<file path="src/rtl/carrier_sequencer_pkg.sv">
// Shared definitions for the sine carrier sequencer: FSM state encoding,
// default datapath widths and LUT depth.
package carrier_pkg;

    localparam int ADDR_W_DEF = 5;
    localparam int ACC_W_DEF  = 16;
    localparam int CNT_W_DEF  = 8;
    localparam int LUT_DEPTH  = 32;

    typedef enum logic [1:0] {
        IDLE = 2'd0,
        ARM  = 2'd1,
        RUN  = 2'd2,
        STOP = 2'd3
    } state_t;

endpackage

</file>
<file path="src/rtl/carrier_sequencer_if.sv">
// Control/DAC bundle between the host register logic, the sequencer and the
// LUT/DAC pins. With CARRIER_SEQ_PHASE_EN defined a start-phase input
// (phase_ofs) is added.
interface carrier_sequencer_if
    import carrier_pkg::*;
#(
    parameter int ADDR_W = ADDR_W_DEF,
    parameter int ACC_W  = ACC_W_DEF,
    parameter int CNT_W  = CNT_W_DEF
) ();

    logic              start;
    logic              stop;
    logic [ACC_W-1:0]  fcw;
    logic [CNT_W-1:0]  burst_len;
`ifdef CARRIER_SEQ_PHASE_EN
    logic [ADDR_W-1:0] phase_ofs;
`endif
    logic [ADDR_W-1:0] address;
    logic              clk_DA;
    logic              blank_DA_n;
    logic              sync_DA_n;
    logic              period_tick;
    logic              busy;
    logic              done;

`ifdef CARRIER_SEQ_PHASE_EN
    modport master (
        output start, stop, fcw, burst_len, phase_ofs,
        input  address, clk_DA, blank_DA_n, sync_DA_n, period_tick, busy, done
    );
    modport slave (
        input  start, stop, fcw, burst_len, phase_ofs,
        output address, clk_DA, blank_DA_n, sync_DA_n, period_tick, busy, done
    );
`else
    modport master (
        output start, stop, fcw, burst_len,
        input  address, clk_DA, blank_DA_n, sync_DA_n, period_tick, busy, done
    );
    modport slave (
        input  start, stop, fcw, burst_len,
        output address, clk_DA, blank_DA_n, sync_DA_n, period_tick, busy, done
    );
`endif

endinterface

</file>
<file path="src/rtl/carrier_sequencer_phase_acc.sv">
// Phase accumulator for the sine LUT: loadable start phase, gated advance by
// the frequency control word, carry-out marking a completed carrier period.
module carrier_phase_acc
    import carrier_pkg::*;
#(
    parameter int ADDR_W = ADDR_W_DEF,
    parameter int ACC_W  = ACC_W_DEF
) (
    input  logic              clk_i,
    input  logic              rst_i,
    input  logic              load_i,
    input  logic [ADDR_W-1:0] load_addr_i,
    input  logic              adv_i,
    input  logic [ACC_W-1:0]  fcw_i,
    output logic [ADDR_W-1:0] addr_o,
    output logic              carry_o
);

    logic [ACC_W-1:0] acc_q, acc_d;
    logic [ACC_W:0]   sum;

    assign sum     = {1'b0, acc_q} + {1'b0, fcw_i};
    assign carry_o = sum[ACC_W];
    assign addr_o  = acc_q[ACC_W-1 -: ADDR_W];

    // Next phase: load has priority over advance; otherwise hold.
    always_comb begin
        acc_d = acc_q;
        if (load_i) begin
            acc_d = {load_addr_i, {(ACC_W-ADDR_W){1'b0}}};
        end else if (adv_i) begin
            acc_d = sum[ACC_W-1:0];
        end
    end

    // Phase register.
    always_ff @(posedge clk_i) begin
        if (rst_i) begin
            acc_q <= '0;
        end else begin
            acc_q <= acc_d;
        end
    end

endmodule

</file>
<file path="src/rtl/carrier_sequencer.sv">
// Carrier sequencer: IDLE/ARM/RUN/STOP control of the phase accumulator and
// DAC strobes. One DAC sample per two clocks; the address advances on the
// clk_DA rising cycle so the registered LUT output settles before the next
// rising edge. Optional macro CARRIER_SEQ_PHASE_EN adds a start phase input.
module carrier_sequencer
    import carrier_pkg::*;
#(
    parameter int ADDR_W = ADDR_W_DEF,
    parameter int ACC_W  = ACC_W_DEF,
    parameter int CNT_W  = CNT_W_DEF
) (
    input  logic               clk,
    input  logic               reset,
    carrier_sequencer_if.slave bus
);

    state_t            state_q, state_d;
    logic              ph_q, ph_d;
    logic              stop_pend_q, stop_pend_d;
    logic              tick_q, tick_d;
    logic [ACC_W-1:0]  fcw_q, fcw_d;
    logic [CNT_W-1:0]  burst_q, burst_d;
    logic [CNT_W-1:0]  cnt_q, cnt_d;
    logic [CNT_W:0]    cnt_inc;
    logic              acc_load, acc_adv, acc_carry;
    logic [ADDR_W-1:0] load_addr, addr;

`ifdef CARRIER_SEQ_PHASE_EN
    assign load_addr = bus.phase_ofs;
`else
    assign load_addr = '0;
`endif

    carrier_phase_acc #(
        .ADDR_W (ADDR_W),
        .ACC_W  (ACC_W)
    ) u_acc (
        .clk_i       (clk),
        .rst_i       (reset),
        .load_i      (acc_load),
        .load_addr_i (load_addr),
        .adv_i       (acc_adv),
        .fcw_i       (fcw_q),
        .addr_o      (addr),
        .carry_o     (acc_carry)
    );

    assign cnt_inc = {1'b0, cnt_q} + {{CNT_W{1'b0}}, 1'b1};

    // Next-state, latching and period bookkeeping.
    always_comb begin
        state_d     = state_q;
        ph_d        = ph_q;
        stop_pend_d = stop_pend_q;
        tick_d      = 1'b0;
        fcw_d       = fcw_q;
        burst_d     = burst_q;
        cnt_d       = cnt_q;
        acc_load    = 1'b0;
        acc_adv     = 1'b0;
        case (state_q)
            IDLE: begin
                if (bus.start) begin
                    state_d = ARM;
                end
            end
            ARM: begin
                fcw_d       = bus.fcw;
                burst_d     = bus.burst_len;
                cnt_d       = '0;
                stop_pend_d = 1'b0;
                ph_d        = 1'b1;
                acc_load    = 1'b1;
                state_d     = RUN;
            end
            RUN: begin
                ph_d    = ~ph_q;
                acc_adv = ~ph_q;
                if (bus.stop) begin
                    stop_pend_d = 1'b1;
                end
                if (acc_adv && acc_carry) begin
                    tick_d = 1'b1;
                    if (cnt_q != {CNT_W{1'b1}}) begin
                        cnt_d = cnt_inc[CNT_W-1:0];
                    end
                    // A stop arriving on the wrap edge itself ends here too.
                    if (((burst_q != '0) && (cnt_inc == {1'b0, burst_q})) ||
                        stop_pend_q || bus.stop) begin
                        state_d = STOP;
                    end
                end
                // A zero FCW never wraps, so stop cannot wait for a boundary.
                if (bus.stop && (fcw_q == '0)) begin
                    state_d = STOP;
                end
            end
            STOP: begin
                state_d = IDLE;
            end
            default: begin
                state_d = IDLE;
            end
        endcase
    end

    // Control and latched-configuration registers.
    always_ff @(posedge clk) begin
        if (reset) begin
            state_q     <= IDLE;
            ph_q        <= 1'b0;
            stop_pend_q <= 1'b0;
            tick_q      <= 1'b0;
            fcw_q       <= '0;
            burst_q     <= '0;
            cnt_q       <= '0;
        end else begin
            state_q     <= state_d;
            ph_q        <= ph_d;
            stop_pend_q <= stop_pend_d;
            tick_q      <= tick_d;
            fcw_q       <= fcw_d;
            burst_q     <= burst_d;
            cnt_q       <= cnt_d;
        end
    end

    assign bus.address     = addr;
    assign bus.clk_DA      = (state_q == RUN) && ph_q;
    assign bus.blank_DA_n  = (state_q == RUN);
    assign bus.sync_DA_n   = 1'b1;
    assign bus.period_tick = tick_q;
    assign bus.busy        = (state_q != IDLE);
    assign bus.done        = (state_q == STOP);

endmodule

</file>
<file path="src/flat_wrapper.sv">
// flat-port wrapper written by rule: the top's interface ports become plain ports
module carrier_sequencer_flat import carrier_pkg::*;
#(
    parameter int ADDR_W = ADDR_W_DEF,
    parameter int ACC_W  = ACC_W_DEF,
    parameter int CNT_W  = CNT_W_DEF
)
  (clk, reset, bus_start, bus_stop, bus_fcw, bus_burst_len, bus_address, bus_clk_DA, bus_blank_DA_n, bus_sync_DA_n, bus_period_tick, bus_busy, bus_done);
  carrier_sequencer_if #(.ADDR_W(ADDR_W), .ACC_W(ACC_W), .CNT_W(CNT_W)) bus_i ();
  input  logic clk;
  input  logic reset;
  input wire logic [$bits(bus_i.start)-1:0] bus_start;
  input wire logic [$bits(bus_i.stop)-1:0] bus_stop;
  input wire logic [$bits(bus_i.fcw)-1:0] bus_fcw;
  input wire logic [$bits(bus_i.burst_len)-1:0] bus_burst_len;
  output wire logic [$bits(bus_i.address)-1:0] bus_address;
  output wire logic [$bits(bus_i.clk_DA)-1:0] bus_clk_DA;
  output wire logic [$bits(bus_i.blank_DA_n)-1:0] bus_blank_DA_n;
  output wire logic [$bits(bus_i.sync_DA_n)-1:0] bus_sync_DA_n;
  output wire logic [$bits(bus_i.period_tick)-1:0] bus_period_tick;
  output wire logic [$bits(bus_i.busy)-1:0] bus_busy;
  output wire logic [$bits(bus_i.done)-1:0] bus_done;
  assign bus_i.start = bus_start;
  assign bus_i.stop = bus_stop;
  assign bus_i.fcw = bus_fcw;
  assign bus_i.burst_len = bus_burst_len;
  assign bus_address = bus_i.address;
  assign bus_clk_DA = bus_i.clk_DA;
  assign bus_blank_DA_n = bus_i.blank_DA_n;
  assign bus_sync_DA_n = bus_i.sync_DA_n;
  assign bus_period_tick = bus_i.period_tick;
  assign bus_busy = bus_i.busy;
  assign bus_done = bus_i.done;
  carrier_sequencer #(.ADDR_W(ADDR_W), .ACC_W(ACC_W), .CNT_W(CNT_W)) u_core (.clk(clk), .reset(reset), .bus(bus_i));
endmodule
</file>
<file path="config.mk">
export PLATFORM = sky130hd
export DESIGN_NAME = carrier_sequencer_flat
export DESIGN_NICKNAME = d
export VERILOG_FILES = /design/src/rtl/carrier_sequencer_pkg.sv /design/src/rtl/carrier_sequencer_if.sv /design/src/rtl/carrier_sequencer_phase_acc.sv /design/src/rtl/carrier_sequencer.sv /design/src/flat_wrapper.sv
export SDC_FILE = /design/constraint.sdc
export NUM_CORES = 1
export LEC_CHECK = 0
export BUFFER_PORTS_ARGS = -buffer_cell sky130_fd_sc_hd__buf_2
export CAP_MARGIN = 20
export CELL_PAD_IN_SITES_DETAIL_PLACEMENT = 1
export CELL_PAD_IN_SITES_GLOBAL_PLACEMENT = 2
export CORE_UTILIZATION = 39
export CTS_BUF_LIST = sky130_fd_sc_hd__clkbuf_4
export CTS_CLUSTER_DIAMETER = 40
export DETAILED_ROUTE_END_ITERATION = 8
export HOLD_SLACK_MARGIN = 0.1
export PLACE_DENSITY = 0.92
export SYNTH_ARGS = -nofsm -noshare
export SYNTH_HDL_FRONTEND = slang
export SYNTH_HIERARCHICAL = 1
export SYNTH_SLANG_ARGS = --single-unit
</file>
<file path="constraint.sdc">
create_clock -name clk -period 6.77 [get_ports clk]
set_input_delay 0.677 -clock clk [delete_from_list [all_inputs] [get_ports clk]]
set_output_delay 0.677 -clock clk [all_outputs]
set_load 0.005 [all_outputs]
</file>
### Word level (Yosys, flattened, before mapping)

Cells that the tools add are included.

* word-level logic and storage cells: 53
* input port bits: 28
* register bits: 53

* $add $sub $neg: 2
* eq/ne operators: 11
* multiplexer cells: 14
* bitwise operators: 2
* reduce and logical (&&, ||, !) cells: 16

Operators by type and width (number)
* $add 16x16->17: 1
* $logic_not 16->1: 1
* $mux 8: 2
* $pmux 8 s2: 1
* $add 8x1->9 const B: 1
* $eq 9x8->1: 1
* $mux 2: 4
* $ne 8x8->1 const B: 1
* $pmux 2 s4: 1
* $reduce_bool 8->1: 1
* $ne 3x1->1 const B: 2
* $reduce_and 3->1: 2
* $eq 2x2->1 const B: 2
* $logic_and 1x1->1: 4
* $mux 1: 4
* $ne 2x1->1 const B: 2
* $ne 2x2->1 const B: 2
* $pmux 1 s2: 2
* $reduce_bool 2->1: 2
* $reduce_or 2->1: 2
* $eq 2x1->1 const B: 1
* $logic_not 2->1: 1
* $logic_or 1x1->1: 2
* $not 1->1: 2
* $reduce_and 2->1: 1

### Logic depth before layout (Yosys ltp)

* word-level depth: 9
* gate-level depth with buffers: 13
* mapped depth without buffers: 13

### Cells and area by module

Netlist, hierarchy kept.

Modules (own cells, without submodules)
* carrier_sequencer: area an instance 1865.5 um^2, cells each 213, times used 1
* carrier_phase_acc: area an instance 1385.1 um^2, cells each 167, times used 1

### Least setup slack after synthesis

OpenSTA, ideal clock, no wires.

* kind: register to register
* start point: register u_core.fcw_q[0]
* end point: register u_core.cnt_q[5]
* arrival: 2.728 ns
* clock period less this slack: 2.799 ns
* path buffers: 0
* slack: 3.971 ns
* library setup time: 0.071 ns
* stages on the path, launching flop included: 13
* path through: dfxtp_1 ha_1 fa_1 a21o_1 a221oi_2 o21ai_2 a311oi_2 o21ai_0 nand2b_1 a31oi_1 o21ai_1 o21ai_0 a21oi_1

* cells in the longest elaborated chain, start to end: 4

RTL lines
* from (decl): RTL line carrier_sequencer.sv:21 `logic [ACC_W-1:0] fcw_q, fcw_d;`
* from (signal assigned): RTL line carrier_sequencer.sv:122 `fcw_q <= fcw_d;`
* $add 16x16->17: RTL line carrier_sequencer_phase_acc.sv:22 `assign sum = {1'b0, acc_q} + {1'b0, fcw_i};`
* named net u_core.acc_carry: RTL line carrier_sequencer.sv:25 `logic acc_load, acc_adv, acc_carry;`
* $logic_and 1x1->1: RTL line carrier_sequencer.sv:82 `if (acc_adv && acc_carry) begin`
* $ne 2x1->1 (no source line)
* $reduce_and 3->1 (no source line)
* to (signal assigned): RTL line carrier_sequencer.sv:124 `cnt_q <= cnt_d;`
* to (decl): RTL line carrier_sequencer.sv:23 `logic [CNT_W-1:0] cnt_q, cnt_d;`

The timed path passes the listed nets, and every way through them passes these cells.
A chain may end at the register's enable or synchronous reset.

### Final worst setup path

* start point: register u_core.fcw_q[0]
* end point: register u_core.cnt_q[3]

Same word-level chain as after synthesis.

==> results.toml <==
[finish]
drive_gt1_share_pct = 14.2
syn2layout_area_growth_pct = 8.89
finalNetCount = 458
n_fill_cell = 973
diodes = 0

[timing]
report.final.slew_viol_count = 0
fin_setup_tns_ns = 0
fmax_ghz = 0.296
skew_ns = 0.0200
final_hold_viol_count = 0
fin_crit_sh_pct = 50.0
layout_min_cycle_time_ns = 3.38
slew_headroom_pct = 59.7
setup_viol = 0
rsz0062_at_grt = "false"
tightestPinTransition_ns = 0.603
holdWs_ns = 0.494

[grt]
grt_overflow = 0
grt_use_total_pct = 21.3
grt_pass1_wl_um = 14600
grt_pass1_vias = 2967
grt_max_degree = 46
antenna_found_initial = 0

[setup_path]
end_kind = "register"
crit_path_frequent_cell = "o21ai_0"
r2r_cells = 12
cp-endpoint = "u_core/cnt_q[3]"
startpoint = "u_core/fcw_q[0]"
critPathKind = "register to register"
required_ns = 7.10
crit_arrival_ns = 3.72
cp-start-kind = "register"
crit_path_top_delay_cell = "o21ai_1"
max_stage_delay_ns = 0.47
crit_fanout = 8
crit_chain = "ha_1 -> fa_1 -> a21o_1 -> a221oi_2 -> o21ai_2 -> a311oi_2 -> o21ai_0 -> nand2b_1 -> a31oi_1 -> o21ai_1 -> o21ai_0 -> a21oi_1"
r2r-start = "u_core/fcw_q[0]"
reg2reg_slack_ns = 3.39
worstReg2RegEnd = "u_core/cnt_q[3]"

[die]
fp.coreArea_mm2 = 0.00789
die_w_um = 93.3
rows = 32
num_io_pins = 39
die-area_mm2 = 0.00870
die_h_um = 93.3
start_util_pct = 41.2

[synthesis]
synth_xor_area_share_pct = 5.39
yosys.area_share.simple_pct = 22.6
yosys.area.top_type = "dfxtp_1"
synth.area.mux_share_pct = 9.55
synth_edf_count = 0
yosysWarnings = 6
syn_area_mm2 = 0.00325
synth_seq_cells = 53
yosys.area_share.adder_pct = 9.08
synth-seq-area-share_pct = 32.6
synthCells = 380
async_flop_share_pct = 0
synth_area_per_cell_um2 = 8.55
ys.flop_type = "dfxtp_1"
yosys-top-cells-area = "dfxtp_1 (33%), mux2i_1 (9.5%), ha_1 (8.5%), nor2_1 (5.8%), a21oi_1 (4.5%)"
yosysUniqueCellTypes = 56
synth_top_family_by_area = "simple AND/OR/NAND/NOR gates"
synth_compound_area_share_pct = 15.8
synth_top_area_share_pct = 32.6

[placement]
dpl.hpwl_um = 6330
io_buffers = 37
routabilityCongestion = 0.760

[min_path]
hp-class = "register to register"

[pwr]
powerDensity_mw_per_mm2 = 303
worst_ir_drop_vdd_mv = 0.117
finalPower_mw = 1.07
p_leak_nw = 1.44

[routing]
ant_nets = 0
dr.pass1.iters = 5
drc = 0
viasPerCell = 5.60
vias = 2856
wl_um = 8430
routedWlPerCell_um = 16.5
first_iter_violations = 127

[run]
drv_cap = 0

[status]
outcome = "completed"

[clock_network]
clk_path_buf_depth = 2
cts_hold_buf = 0
cts_tree = "built"
clkTransAtPathRegs_ns = 0.17
cts.repair.resized = 0
cts-htree-levels = 2
clk_latency_ns = 0.39
cts_buffers = 5
cts_setup_buffers = 0
cts-root-buf = "clkbuf_4"
clock_sink_count = 53
synthesized netlist by cell type (all sizes together) (2+ instances only):
library cell	count
dfxtp	53
nor2	51
mux2i	31
a21oi	29
ha	22
nand2	16
nand3	14
o21ai	14
xnor2	14
clkbuf	13
buf	11
nand4	9
inv	8
nand3b	8
a21o	7
nor3b	6
xor2	6
nor3	5
o22ai	5
or3	5
and2	4
and3	4
nand2b	4
o211ai	4
a211oi	3
a311oi	3
a31oi	3
nor4	3
or4	3
a221oi	2
conb	2
nor2b	2
nor4b	2
o21a	2
o31ai	2
or3b	2
layer usage:
metal / vias to the layer above / share of wire [%] / wire length [µm] / track usage, %
met3: 7 / 3.7 / 312 / 2.85
met5: - / 0 / 0 / 0
met1: 1392 / 47 / 4000 / 28.0
li1: 1405 / - / - / -
met4: 0 / 1.1 / 92 / 5.26
met2: 52 / 48 / 4020 / 36.8
registers in the layout, indices dropped and copies added, names as in the netlist:
register and count:
u_core/cnt_q 8, u_core/u_acc/acc_q 16, u_core/ph_q 1, u_core/bus.period_tick 1, u_core/state_q 2, u_core/stop_pend_q 1
u_core/fcw_q 16, u_core/burst_q 8
logic make-up after synthesis:
logic type | Yosys count
muxes | 31
adders and majority gates | 23
and+or+nand+nor | 140
buffers and inverters | 32
AOI/OAI and AO/OA | 79
other | 2
xor gates and xnor gates | 20
DFF | 53
worst max-delay path, delay by kind of cell (launching register included):
family	cells	cell delay (ns)
AO/OA/AOI/OAI	9	2.17
adder cells (fa/ha/maj)	2	0.65
flip-flops	1	0.37
AND/OR/NAND/NOR	1	0.13
report_power, final:
part	switching, mW	internal, mW	total (mW)	leakage (nW)
clock	0.110	0.0417	0.151	0.0332
sequential	0.0540	0.365	0.419	0.431
combinational	0.288	0.213	0.500	0.980
final cells by class:
| class | instances | area, µm² | area share, % |
|---|---|---|---|
| clock buffers | 5 | 37.5 | 1.06 |
| clock inverters | 3 | 21.3 | 0.601 |
| inverters | 8 | 30.0 | 0.848 |
| multi-input cells | 299 | 2050 | 58.0 |
| flip-flops and latches | 53 | 1060 | 30.0 |
| well taps | 102 | 128 | 3.61 |
| repair buffers | 40 | 208 | 5.87 |
how the worst min path moves through the flow:
stage,end,cells past startpoint,start,slack (ns)
6_report,u_core/stop_pend_q,2,u_core/stop_pend_q,0.49
5_1_grt,u_core/burst_q[6],3,bus_burst_len[6],0.49
4_1_cts,u_core/stop_pend_q,2,u_core/stop_pend_q,0.49
3_5_place_dp,u_core/stop_pend_q,2,u_core/stop_pend_q,0.47
3_3_place_gp,u_core/stop_pend_q,2,u_core/stop_pend_q,0.45
2_1_floorplan,u_core/stop_pend_q,2,u_core/stop_pend_q,0.44
metrics by stage:
| step | instance area, µm² | std cells | worst slack (ns) | util [%] |
|---|---|---|---|---|
| after global routing | 3540 | 510 | 3.19 | 44.9 |
| after floorplan | 3270 | 384 | 3.97 | - |
| after detailed placement | 3480 | 502 | 3.50 | 44.1 |
| after global placement | 3480 | 502 | 3.64 | 44.1 |
| after CTS | 3540 | 510 | 3.43 | 44.9 |
| final | 3540 | 510 | 3.39 | 44.9 |
cell usage in the layout, fill, tap and decap left out, types with 2 or more instances in the layout:
cell	n
nor4_1	3
clkbuf_4	5
buf_2	37
or4_1	2
a211oi_1	2
nor2_1	50
or3_1	5
and2_1	4
o211ai_1	4
nor3b_1	6
dfxtp_1	53
buf_4	3
a31oi_1	3
nor4b_1	2
or3b_1	2
a311oi_1	2
nand2_1	16
o21ai_0	12
xor2_1	6
mux2i_1	31
nand4_1	9
nand2b_1	4
ha_1	21
inv_1	8
nand3_1	14
o21a_1	2
nor3_1	5
nor2b_1	2
and3_1	2
conb_1	6
and3_4	2
nand3b_1	8
o22ai_1	5
xnor2_1	14
a21oi_1	29
a21o_1	7
Note: power is estimated with default switching activity, not from simulation.
